`src/rtl/spi_byte_engine.sv`:
```
// SPI mode-0 byte shift engine driven by an external clock_divider on the same clock.
// Define SPI_BYTE_ENGINE_LSB_FIRST_EN for LSB-first framing; default is MSB first.
module spi_byte_engine #(
    parameter int WIDTH = 8
) (
    input  logic             i_clk,
    input  logic             i_rst,
    input  logic [WIDTH-1:0] i_tx_data,
    input  logic             i_tx_valid,
    output logic             o_tx_ready,
    output logic [WIDTH-1:0] o_rx_data,
    output logic             o_rx_valid,
    output logic             o_err,
    input  logic             i_div_clk,
    input  logic             i_div_ready,
    output logic             o_div_start_n,
    output logic             o_sclk,
    output logic             o_mosi,
    input  logic             i_miso,
    output logic             o_cs_n
);
    typedef enum logic [2:0] {
        ST_IDLE,
        ST_SETUP,
        ST_START,
        ST_ARM,
        ST_SHIFT,
        ST_DONE
    } state_t;

    localparam logic [3:0] WIDTH_CNT = 4'(WIDTH);

    state_t           state_reg, state_next;
    logic [WIDTH-1:0] tx_shift_reg, rx_shift_reg, rx_data_reg;
    logic [WIDTH-1:0] tx_shifted, rx_shifted, rx_capture;
    logic [3:0]       rise_cnt_reg;
    logic             div_clk_q, rise_reg, ready_reg, cs_n_reg;
    logic             handshake, rise_evt, frame_end;

    genvar gi;

`ifdef SPI_BYTE_ENGINE_LSB_FIRST_EN
    // tx leaves from bit 0; rx enters at the MSB so the first bit lands in bit 0
    for (gi = 0; gi < WIDTH - 1; gi++) begin : g_shift
        assign tx_shifted[gi] = tx_shift_reg[gi+1];
        assign rx_shifted[gi] = rx_shift_reg[gi+1];
    end
    assign tx_shifted[WIDTH-1] = 1'b0;
    assign rx_shifted[WIDTH-1] = i_miso;
    assign o_mosi              = tx_shift_reg[0];
`else
    for (gi = 0; gi < WIDTH - 1; gi++) begin : g_shift
        assign tx_shifted[gi+1] = tx_shift_reg[gi];
        assign rx_shifted[gi+1] = rx_shift_reg[gi];
    end
    assign tx_shifted[0] = 1'b0;
    assign rx_shifted[0] = i_miso;
    assign o_mosi        = tx_shift_reg[WIDTH-1];
`endif

    assign handshake  = ready_reg & i_tx_valid;
    assign rise_evt   = rise_reg & (state_reg == ST_SHIFT);
    assign frame_end  = i_div_ready & (state_reg == ST_SHIFT);
    // a rise landing in the same cycle as ready must still reach o_rx_data
    assign rx_capture = rise_evt ? rx_shifted : rx_shift_reg;

    assign o_tx_ready = ready_reg;
    assign o_rx_data  = rx_data_reg;
    assign o_sclk     = div_clk_q;
    assign o_cs_n     = cs_n_reg;

    always_ff @(posedge i_clk or posedge i_rst) begin
        if (i_rst) begin
            state_reg <= ST_IDLE;
        end else begin
            state_reg <= state_next;
        end
    end

    always_comb begin
        state_next    = state_reg;
        o_div_start_n = 1'b1;
        o_rx_valid    = 1'b0;
        o_err         = 1'b0;
        case (state_reg)
            ST_IDLE:  if (handshake) state_next = ST_SETUP;
            ST_SETUP: state_next = ST_START;
            ST_START: begin
                o_div_start_n = 1'b0;
                state_next    = ST_ARM;
            end
            ST_ARM:   if (!i_div_ready) state_next = ST_SHIFT;
            ST_SHIFT: if (i_div_ready) state_next = ST_DONE;
            ST_DONE: begin
                o_rx_valid = 1'b1;
                o_err      = (rise_cnt_reg != WIDTH_CNT);
                state_next = ST_IDLE;
            end
            default:  state_next = ST_IDLE;
        endcase
    end

    // Rise is registered so bits move one cycle after the pad SCLK edge
    always_ff @(posedge i_clk or posedge i_rst) begin
        if (i_rst) begin
            div_clk_q    <= 1'b0;
            rise_reg     <= 1'b0;
            ready_reg    <= 1'b0;
            cs_n_reg     <= 1'b1;
            tx_shift_reg <= '0;
            rx_shift_reg <= '0;
            rx_data_reg  <= '0;
            rise_cnt_reg <= '0;
        end else begin
            div_clk_q <= i_div_clk;
            rise_reg  <= i_div_clk & ~div_clk_q;
            ready_reg <= (state_next == ST_IDLE);
            if (handshake) begin
                tx_shift_reg <= i_tx_data;
                rx_shift_reg <= '0;
                rise_cnt_reg <= '0;
                cs_n_reg     <= 1'b0;
            end else if (rise_evt) begin
                tx_shift_reg <= tx_shifted;
                rx_shift_reg <= rx_shifted;
                rise_cnt_reg <= rise_cnt_reg + 4'd1;
            end
            if (frame_end) begin
                rx_data_reg <= rx_capture;
            end
            if (state_reg == ST_DONE) begin
                cs_n_reg     <= 1'b1;
                rise_cnt_reg <= '0;
            end
        end
    end

endmodule

```
`config.mk`:
```
export PLATFORM = sky130hd
export DESIGN_NAME = spi_byte_engine
export DESIGN_NICKNAME = d
export VERILOG_FILES = /design/src/rtl/spi_byte_engine.sv
export SDC_FILE = /design/constraint.sdc
export NUM_CORES = 1
export LEC_CHECK = 0
export ABC_AREA = 1
export BUFFER_PORTS_ARGS = -buffer_cell sky130_fd_sc_hd__buf_2
export CORE_ASPECT_RATIO = 0.5
export CORE_MARGIN = 10
export CORE_UTILIZATION = 58
export DETAILED_ROUTE_END_ITERATION = 8
export GPL_ROUTABILITY_DRIVEN = 0
export PLACE_DENSITY = 0.82
export SYNTH_ARGS = -nofsm -noshare
export SYNTH_HDL_FRONTEND = slang
export SYNTH_SLANG_ARGS = --single-unit
```
`constraint.sdc`:
```
create_clock -name i_clk -period 3.2 [get_ports i_clk]
set_input_delay 0.16 -clock i_clk [delete_from_list [all_inputs] [get_ports i_clk]]
set_output_delay 0.16 -clock i_clk [all_outputs]
set_load 0.05 [all_outputs]
```
Word-level counts from Yosys, hierarchy flattened. Index checks and enable logic that the tools add are counted.

Output and inout port bits: 15. Word-level logic and storage cells: 42. Flip-flop bits (word level): 35.

Muxes and demuxes: 16. $add $sub $neg: 1. Reductions and logical operators: 5. Bitwise operators: 5. Equality and inequality tests: 6.

Operators with widths (number): $mux W8 (4); $pmux W3 S5 (1); $mux W4 (3); $mux W3 (3); $eq A3 B2 Y1 const B (2); $eq A3 B3 Y1 const B (2); $logic_not A3 Y1 (2); $mux W1 (5); $add A4 B1 Y4 const B (1); $and A1 B1 Y1 (4); $ne A4 B4 Y1 const B (1); $reduce_bool A2 Y1 (2); $eq A3 B1 Y1 const B (1); $reduce_bool A3 Y1 (1); $not A1 Y1 (1).

Longest topological paths before layout. Gate-level depths: netlist (run 1).

Word-level depth: 5. Depth in mapped cells: 7. Mapped depth without buffers: 6.

Worst setup path after synthesis (run 1). No wires, ideal clock.

Path type: reg2out. Start: reg state_reg[2]. End: out o_err. Data arrival time: 1.455 ns. Stages on the path, launching flop included: 5. Path buffers: 0. Setup slack: 1.585 ns. Path through: dfrtp_1 nand2_1 nor2_2 nand2_1 inv_1.

Word-level cells in the longest chain between the ends: 2.

RTL lines: start, declared (RTL line 33) `state_t state_reg, state_next;`; start signal, assigned (RTL line 76) `state_reg <= state_next;`; $eq A3 B3 Y1 (RTL line 85) `case (state_reg)`; $mux W1 (RTL line 85); end, declared (RTL line 13) `output logic o_err,`.

No other way between the ends.

Worst setup path after layout (run 1). Ends and elaborated chain as after synthesis.

==> results of run 1 <==
## cells by family after synthesis
logic type	after synthesis	synth area share (%)
buf+inv	29	7.92
fa+ha+maj	2	1.54
compound gates	5	1.77
simple gates	125	34.9
flops	35	53.9
## routing by layer
metal,part of all wire (%),global-route usage [%],wire (um),vias up
met3,7.2,4.69,263,9
met2,50,24.6,1830,39
met1,41,15.1,1500,640
met5,0,0,0,-
li1,-,-,-,673
met4,1.8,6.36,65,0
## synth_stat cells, drive strengths merged
library cell  instances
ha                    2
o21ai                 5
buf                   3
nand2                71
nor2                 24
nand3                29
dfstp                 1
inv                  26
nor3                  1
dfrtp                34
## per-stage QoR
stage / power (uW) / hold slack [ns] / util [%] / instance area (um^2) / setup slack [ns]
6_report: 1720 / 0.0853 / 71.7 / 1890 / 1.62
5_1_grt: 1830 / 0.100 / 71.7 / 1890 / 1.49
4_1_cts: 1720 / 0.0820 / 71.7 / 1890 / 1.62
3_5_place_dp: 1410 / 0.235 / 67.9 / 1790 / 1.72
3_3_place_gp: 1380 / 0.220 / 67.9 / 1790 / 1.84
2_1_floorplan: 1240 / 0.191 / - / 1630 / 1.59
## final timing paths
kind,to,start
worst max-delay path,o_err,state_reg[2]
worst min register to register,rise_reg,o_sclk
worst max register to register,tx_shift_reg[5],state_reg[0]
max in group asynchronous,o_cs_n,i_rst
worst min-delay path,tx_shift_reg[0],i_tx_data[0]
min in group asynchronous,o_rx_data[4],i_rst
## cells in the final DEF, fill, tap and decap left out, drive strengths merged
cell / n
nand2: 71
dfrtp: 34
buf: 29
nand3: 29
inv: 26
nor2: 24
clkbuf: 8
o21ai: 5
ha: 2
dlygate4sd3: 2
nor3: 1
dfstp: 1
## what timing repair did
item / CTS / global route
resized for setup: 0 / 0
endpoints found under the hold margin: 15 / 0
setup endpoints to repair: 0 / 0
hold buffers: 2 / 0
## power by group through the flow
stage	logic, uW	registers (uW)	clock network [uW]
2_1_floorplan	385	859	0
3_3_place_gp	681	697	0
3_5_place_dp	708	707	0
4_1_cts	717	701	303
5_1_grt	784	724	323
6_report	712	703	301
## worst max-delay path, stage by stage (launching register included)
cell     delay (ns)
dfrtp_1        0.49
nand2_1        0.12
nor2_2         0.16
nand2_1        0.07
inv_1          0.05
buf_2          0.25
## final cells by class
| cell class | instances | area [um^2] | share of cell area (%) |
|---|---|---|---|
| Tap cell | 37 | 46.3 | 2.45 |
| Clock buffer | 8 | 80.1 | 4.24 |
| Timing Repair Buffer | 31 | 168 | 8.87 |
| Sequential cell | 35 | 877 | 46.4 |
| Multi-Input combinational cell | 132 | 622 | 32.9 |
| Inverter | 26 | 97.6 | 5.16 |
==> flow_summary.json, run 1 <==
{
  "avgSynthCellArea_um2": 8.31,
  "finClkSkew_ns": 0.00327,
  "grt_max_degree": 22,
  "dieArea_um2": 5450,
  "first_iter_violations": 47,
  "first_pass_iters": 4,
  "drcViolationCount": 0,
  "htree_levels": 2,
  "maxSlewHeadroom_pct": 63.9,
  "track_usage_pct": 14.0,
  "chipWidth_um": 94.9,
  "drv_cap": 0,
  "fill_cells": 217,
  "synth_top_area_share_pct": 52.3,
  "sw_frac_of_total_pct": 45.1,
  "ys_seq_area_share_pct": 53.9,
  "die_h_um": 57.5,
  "syn_inst": 196,
  "grt_pass1_vias": 1382,
  "cts_tree": "built",
  "ys_types": 21,
  "end_kind": "output port",
  "antenna_cells": 0,
  "synth.cell_area_um2": 1630,
  "placeableCoreArea_um2": 2640,
  "combPwrFrac_pct": 41.5,
  "area_growth_pct": 16.1,
  "synth_warnings": 0,
  "cts_buffers": 5,
  "finalCritPeriodShare_pct": 49.3,
  "dr_total_vias": 1361,
  "synth.ff_latch_count": 35,
  "clockBufferDepth": 2,
  "cts.clk_slew.worst_paths_ns": 0.07,
  "hold-path-cell-count": 3,
  "max_freq_mhz": 633,
  "tns_ns": 0,
  "grt_antenna_before_repair": 0,
  "synthTopCellsByArea": "dfrtp_1, nand2_1, nand3_1",
  "yosysTopAreaCell": "dfrtp_1",
  "final-setup-viol-count": 0,
  "dp.cells": 259,
  "grt-ovfl-total": 0,
  "internal-power_uw": 941,
  "post_cts_buffers": 0,
  "routedWlPerCell_um": 13.6,
  "cts.sinks": 35,
  "status": "finished clean",
  "cellLeakagePower_uw": 0.00107,
  "grt_pass1_wl_um": 6080,
  "criticalPathCategory": "flip-flop to output port",
  "ant_nets": 0,
  "min_period_ns": 1.58,
  "rsz0062_at_grt": "false",
  "power_density_nw_per_um2": 908,
  "clockRootBuffer": "clkbuf_8",
  "tightest_slew_ns": 0.541,
  "hpwl_um": 2640,
  "clkPwrFrac_pct": 17.5,
  "std_cell_rows": 13,
  "crit_fanout": 6,
  "power_switching_uw": 775,
  "ios": 29,
  "routed_via_density": 5.06,
  "wl_um": 3660,
  "final_max_slew_viol_count": 0,
  "final-hold-violation-count": 0,
  "start_util_pct": 61.8,
  "io_buffers": 28,
  "drive_gt1_share_pct": 20.7,
  "insertion_delay_ns": 0.28,
  "ir_drop_mv": 0.555,
  "worstRegToRegCells": 6,
  "final_nets": 247,
  "final_cells": 269,
  "syn_nets": 212,
  "cp.arrival_ns": 1.42,
  "required_ns": 3.04,
  "cp-start-kind": "flip-flop",
  "pwr-share-seq_pct": 41.0,
  "regToRegSetupSlack_ns": 1.71,
  "worst_hold_path_type": "input pin to flip-flop"
}
Power figures use the tool's default switching activity.
==> run 2, diff against run 1 <==
--- a/config.mk
+++ b/config.mk
@@ -9,10 +9,10 @@
 export BUFFER_PORTS_ARGS = -buffer_cell sky130_fd_sc_hd__buf_2
 export CORE_ASPECT_RATIO = 0.5
 export CORE_MARGIN = 10
-export CORE_UTILIZATION = 58
+export CORE_UTILIZATION = 49
 export DETAILED_ROUTE_END_ITERATION = 8
 export GPL_ROUTABILITY_DRIVEN = 0
-export PLACE_DENSITY = 0.82
+export PLACE_DENSITY = 0.74
 export SYNTH_ARGS = -nofsm -noshare
 export SYNTH_HDL_FRONTEND = slang
 export SYNTH_SLANG_ARGS = --single-unit
==> constraint.sdc (replaced) <==
create_clock -name i_clk -period 1.4 [get_ports i_clk]
set_input_delay 0.07 -clock i_clk [delete_from_list [all_inputs] [get_ports i_clk]]
set_output_delay 0.07 -clock i_clk [all_outputs]
set_load 0.05 [all_outputs]
==> run 2 against run 1 <==
Cell area is 12% higher; global-route usage fell by 1.5 points; setup slack got worse by 1.5 ns; critical path depth up 2; cell count rose by 7.8%; combinational power grew to 2.6 times the previous value; sequential power rose by 120%; non-clock buffer count up 18; clock power increased to 2.7 times the previous value; register-to-register slack lost 1.6 ns; wire length is 4.1% lower; first-iteration DRC count grew 34%; critical endpoint is now rise_cnt_reg[2].
==> flow_summary.json, run 2 (same netlist as run 1, synthesis figures left out) <==
{
  "drcViolationCount": 0,
  "dieArea_um2": 6170,
  "antenna_cells": 0,
  "routedWlPerCell_um": 12.1,
  "grt-ovfl-total": 0,
  "worst_hold_path_type": "input pin to flip-flop",
  "chipWidth_um": 102,
  "required_ns": 1.59,
  "hpwl_um": 2420,
  "cts.clk_slew.worst_paths_ns": 0.07,
  "track_usage_pct": 12.6,
  "start_util_pct": 52.8,
  "drive_gt1_share_pct": 27.6,
  "first_pass_iters": 4,
  "maxSlewHeadroom_pct": 70.7,
  "crit_fanout": 10,
  "final_max_slew_viol_count": 0,
  "insertion_delay_ns": 0.29,
  "finalPower_uw": 4220,
  "finalCritPeriodShare_pct": 94.4,
  "status": "finished clean",
  "final_common_cell": "nand2_1",
  "use_met1_pct": 13.6,
  "grt_busiest_layer": "met2",
  "grt_max_degree": 36,
  "ir_drop_mv": 0.872,
  "ant_nets": 0,
  "tightest_slew_ns": 0.440,
  "cp.arrival_ns": 1.51,
  "use_met2_pct": 21.9,
  "std_cell_rows": 14,
  "placeableCoreArea_um2": 3080,
  "use_met3_pct": 5.33,
  "max_freq_mhz": 756,
  "final-setup-viol-count": 0,
  "min_period_ns": 1.32,
  "clockRootBuffer": "clkbuf_8",
  "ios": 29,
  "finClkSkew_ns": 0.00337,
  "wl_um": 3510,
  "place_ws_ns": 0.0534,
  "grt_pass1_vias": 1438,
  "cellLeakagePower_uw": 0.00117,
  "dr_total_vias": 1400,
  "power_density_nw_per_um2": 2000,
  "cts_buffers": 5,
  "routed_via_density": 4.83,
  "setup_slack_ns": 0.0781,
  "io_buffers": 28,
  "end_kind": "flip-flop",
  "grt_pass1_wl_um": 6170,
  "final-hold-violation-count": 0,
  "final_nets": 265,
  "holdWs_ns": 0.0115,
  "criticalPathCategory": "flip-flop to flip-flop",
  "layout_common_cells": "nand2_1, dfrtp_1, nand3_1, buf_2, inv_1",
  "area_growth_pct": 29.8,
  "cp-start-kind": "flip-flop",
  "clockBufferDepth": 2,
  "first_iter_violations": 63,
  "cts.sinks": 35,
  "drv_cap": 0,
  "die_h_um": 60.8,
  "grt_antenna_before_repair": 0,
  "htree_levels": 2,
  "cts_tree": "built"
}
[run 2: cell count changes in the layout (fill, tap and decap cells not counted), sizes merged]
cell / delta
buf: +12
dlygate4sd3: +6
[run 2: area by class of cell]
cell class	instances	area, um^2
clock buffer	8	100
fill	233	970
inverter	26	97.6
multi-input combinational	132	639
sequential	35	880
tap	40	50.0
timing repair buffer	49	347
[run 2: final timing paths]
| kind | startpoint | end | slack, ns | depth (start not counted) |
|---|---|---|---|---|
| setup / recovery | state_reg[0] | rise_cnt_reg[2] | 0.08 | 7 |
| hold / removal | i_tx_data[5] | tx_shift_reg[5] | 0.01 | 3 |
| setup reg to reg | state_reg[0] | rise_cnt_reg[2] | 0.08 | 7 |
| hold reg to reg | o_sclk | rise_reg | 0.41 | 1 |
| max in group asynchronous | i_rst | state_reg[2] | 0.64 | 4 |
| min in group asynchronous | i_rst | rx_shift_reg[4] | 0.42 | 4 |
[run 2: power by group]
| part | internal (uW) | switching [uW] |
|---|---|---|
| Clock | 449 | 354 |
| Combinational | 588 | 1250 |
| Sequential | 1380 | 200 |
[run 2: stage by stage]
step	cells	instance area (um^2)	utilization (%)	setup TNS, ns
after global placement	267	1840	59.6	0
after CTS	283	2020	65.5	0
after detailed placement	267	1840	59.6	0
after floorplan	196	1630	-	0
after global routing	290	2110	68.5	-0.0112
final	290	2110	68.5	0
[run 2: repair_timing]
item                                   4_1_cts  5_1_grt
pin swaps                                    0        3
gates resized for setup                      2       12
hold buffers                                 8        0
setup endpoints to repair                    2       26
buffers inserted                             0        7
endpoints found under the hold margin       42        0
[run 2: critical path, cell delays in order (launching register included)]
cell	delay, ns
dfrtp_2	0.44
nor2_4	0.21
nand2_4	0.11
nor2_8	0.13
buf_4	0.18
nand3_2	0.07
nand2_1	0.06
nor2_1	0.04
[run 2: routing by layer]
metal,wire length [um],vias to the layer above
met5,0,-
met4,60,0
met3,193,7
met2,1750,30
met1,1500,653
li1,-,710
==> run 3, diff against run 2 <==
--- a/config.mk
+++ b/config.mk
@@ -8,11 +8,11 @@
 export ABC_AREA = 1
 export BUFFER_PORTS_ARGS = -buffer_cell sky130_fd_sc_hd__buf_2
 export CORE_ASPECT_RATIO = 0.5
-export CORE_MARGIN = 10
-export CORE_UTILIZATION = 49
+export CORE_UTILIZATION = 54
+export CTS_BUF_LIST = sky130_fd_sc_hd__clkbuf_16
 export DETAILED_ROUTE_END_ITERATION = 8
 export GPL_ROUTABILITY_DRIVEN = 0
-export PLACE_DENSITY = 0.74
+export PLACE_DENSITY = 0.78
 export SYNTH_ARGS = -nofsm -noshare
 export SYNTH_HDL_FRONTEND = slang
 export SYNTH_SLANG_ARGS = --single-unit
==> constraint.sdc (replaced) <==
create_clock -name i_clk -period 1.5 [get_ports i_clk]
set_input_delay 0.075 -clock i_clk [delete_from_list [all_inputs] [get_ports i_clk]]
set_output_delay 0.075 -clock i_clk [all_outputs]
set_load 0.05 [all_outputs]
==> run 3 against run 2 <==
Worst hold slack improved by 0.0048 ns; clock-buffer cell count fell by 3; largest cell class unchanged; cell area fell by 6.0%; cell count is 5.9% lower; die area fell by 47%.
==> flow_summary.json, run 3 (same netlist as run 1, synthesis figures left out) <==
{
  "internal-power_uw": 2310,
  "io_buffers": 28,
  "ir_drop_mv": 1.03,
  "crit_top_cell": "inv_1",
  "rsz0062_at_grt": "false",
  "grt_pass1_wl_um": 5410,
  "slowest_stage": "dfrtp_1",
  "power_switching_uw": 1690,
  "die_h_um": 40.8,
  "tightest_slew_ns": 0.444,
  "insertion_delay_ns": 0.27,
  "clkPwrFrac_pct": 24.2,
  "startpoint": "rise_cnt_reg[0]",
  "criticalPathCategory": "flip-flop to output port",
  "wl_um": 3380,
  "routed_via_density": 4.99,
  "hp-start": "i_tx_data[0]",
  "sw_frac_of_total_pct": 42.3,
  "dr_total_vias": 1361,
  "maxSlewHeadroom_pct": 70.4,
  "clockRootBuffer": "clkbuf_16",
  "end_kind": "output port",
  "ant_nets": 0,
  "power_density_nw_per_um2": 2010,
  "antenna_cells": 0,
  "cp_slowest_stage_delay_ns": 0.39,
  "dieArea_um2": 3250,
  "std_cell_rows": 13,
  "r2r_start": "state_reg[0]",
  "finalCritPeriodShare_pct": 93.6,
  "fill_cells": 199,
  "grt_pass1_vias": 1255,
  "cts.sinks": 35,
  "layout_common_cells": "nand2_1, dfrtp_1, buf_2",
  "grt_max_degree": 36,
  "routedWlPerCell_um": 12.4,
  "required_ns": 1.42,
  "drive_gt1_share_pct": 22.9,
  "first_pass_iters": 4,
  "cp_cell_sequence": "inv_1 > ha_1 > nand3_1 > nand2_1 > inv_1 > clkbuf_4",
  "area_growth_pct": 22.1,
  "grt_antenna_before_repair": 0,
  "cellLeakagePower_uw": 0.00112,
  "final_max_slew_viol_count": 0,
  "track_usage_pct": 23.4,
  "cts_tree": "built",
  "worstRegToRegCells": 6,
  "final_nets": 251,
  "grt-ovfl-total": 0,
  "final-hold-violation-count": 0,
  "design_area_um2": 1990,
  "rr_endpoint": "o_rx_data[3]",
  "tns_ns": 0,
  "clockBufferDepth": 2,
  "finClkSkew_ns": 0.00452,
  "worst_hold_path_type": "input pin to flip-flop",
  "pwr-share-seq_pct": 37.9,
  "cp-start-kind": "flip-flop",
  "final_common_cell": "nand2_1",
  "hold-path-cell-count": 3,
  "status": "finished clean",
  "crit_fanout": 3,
  "cts.clk_slew.worst_paths_ns": 0.05,
  "first_iter_violations": 69,
  "min_period_ns": 1.40,
  "final_cells": 273,
  "ios": 29,
  "hpwl_um": 2300,
  "cts_buffers": 5,
  "final-setup-viol-count": 0,
  "place_ws_ns": 0.168,
  "setup_slack_ns": 0.0957,
  "cp.arrival_ns": 1.33,
  "htree_levels": 2,
  "regToRegSetupSlack_ns": 0.15,
  "crit_end": "o_err",
  "placeableCoreArea_um2": 2720,
  "drcViolationCount": 0,
  "max_freq_mhz": 712,
  "placed_area_um2": 1830,
  "combPwrFrac_pct": 38.0,
  "start_util_pct": 59.9,
  "fin_util_pct": 73.1,
  "chipWidth_um": 79.6,
  "drv_cap": 0,
  "dp.cells": 263
}
## run 3: how the worst min path moves through the flow
stage,endpoint,slack [ns]
final,tx_shift_reg[0],0.02
after global routing,tx_shift_reg[0],0.02
after CTS,tx_shift_reg[0],0.01
after detailed placement,o_rx_data[6],0.20
after global placement,o_rx_data[5],0.19
after floorplan,o_sclk,0.11
## run 3: power groups by stage
stage	logic [uW]	registers, uW	clock network [uW]
4_1_cts	1520	1510	976
3_5_place_dp	1510	1520	0
5_1_grt	1690	1550	1020
3_3_place_gp	1460	1500	0
6_report	1520	1510	966
2_1_floorplan	824	1840	0
## run 3: per-layer routing
metal	vias up	track usage, %	routed length, um
li1	681	-	-
met1	634	28.3	1520
met2	40	41.7	1610
met3	6	7.11	199
met4	0	8.18	50
met5	-	0	0
## run 3: cell type report
type	count	area, um^2	share of cell area, %
clock buffer	5	125	6.30
clock inverter	3	12.5	0.630
tap	37	46.3	2.33
multi-input combinational	132	627	31.5
inverter	26	97.6	4.91
timing repair buffer	35	200	10.1
sequential	35	878	44.2
## run 3: critical path, delay by kind of cell (launching register included)
family / cells / cell delay [ns]
adders and majority gates: 1 / 0.20
DFF: 1 / 0.39
and+or+nand+nor: 2 / 0.12
buffers and inverters: 3 / 0.35
## run 3: what timing repair did
action,CTS,global route
hold buffers,2,0
resized for setup,0,2
setup buffers,0,0
endpoints found under the hold margin,35,0
setup endpoints to repair,0,1
## run 3: metrics by stage
stage	hold WS, ns	power, uW
global placement	0.189	2960
finish	0.0163	4000
detailed placement	0.199	3030
floorplan	0.106	2660
CTS	0.0100	4010
global route	0.0245	4260
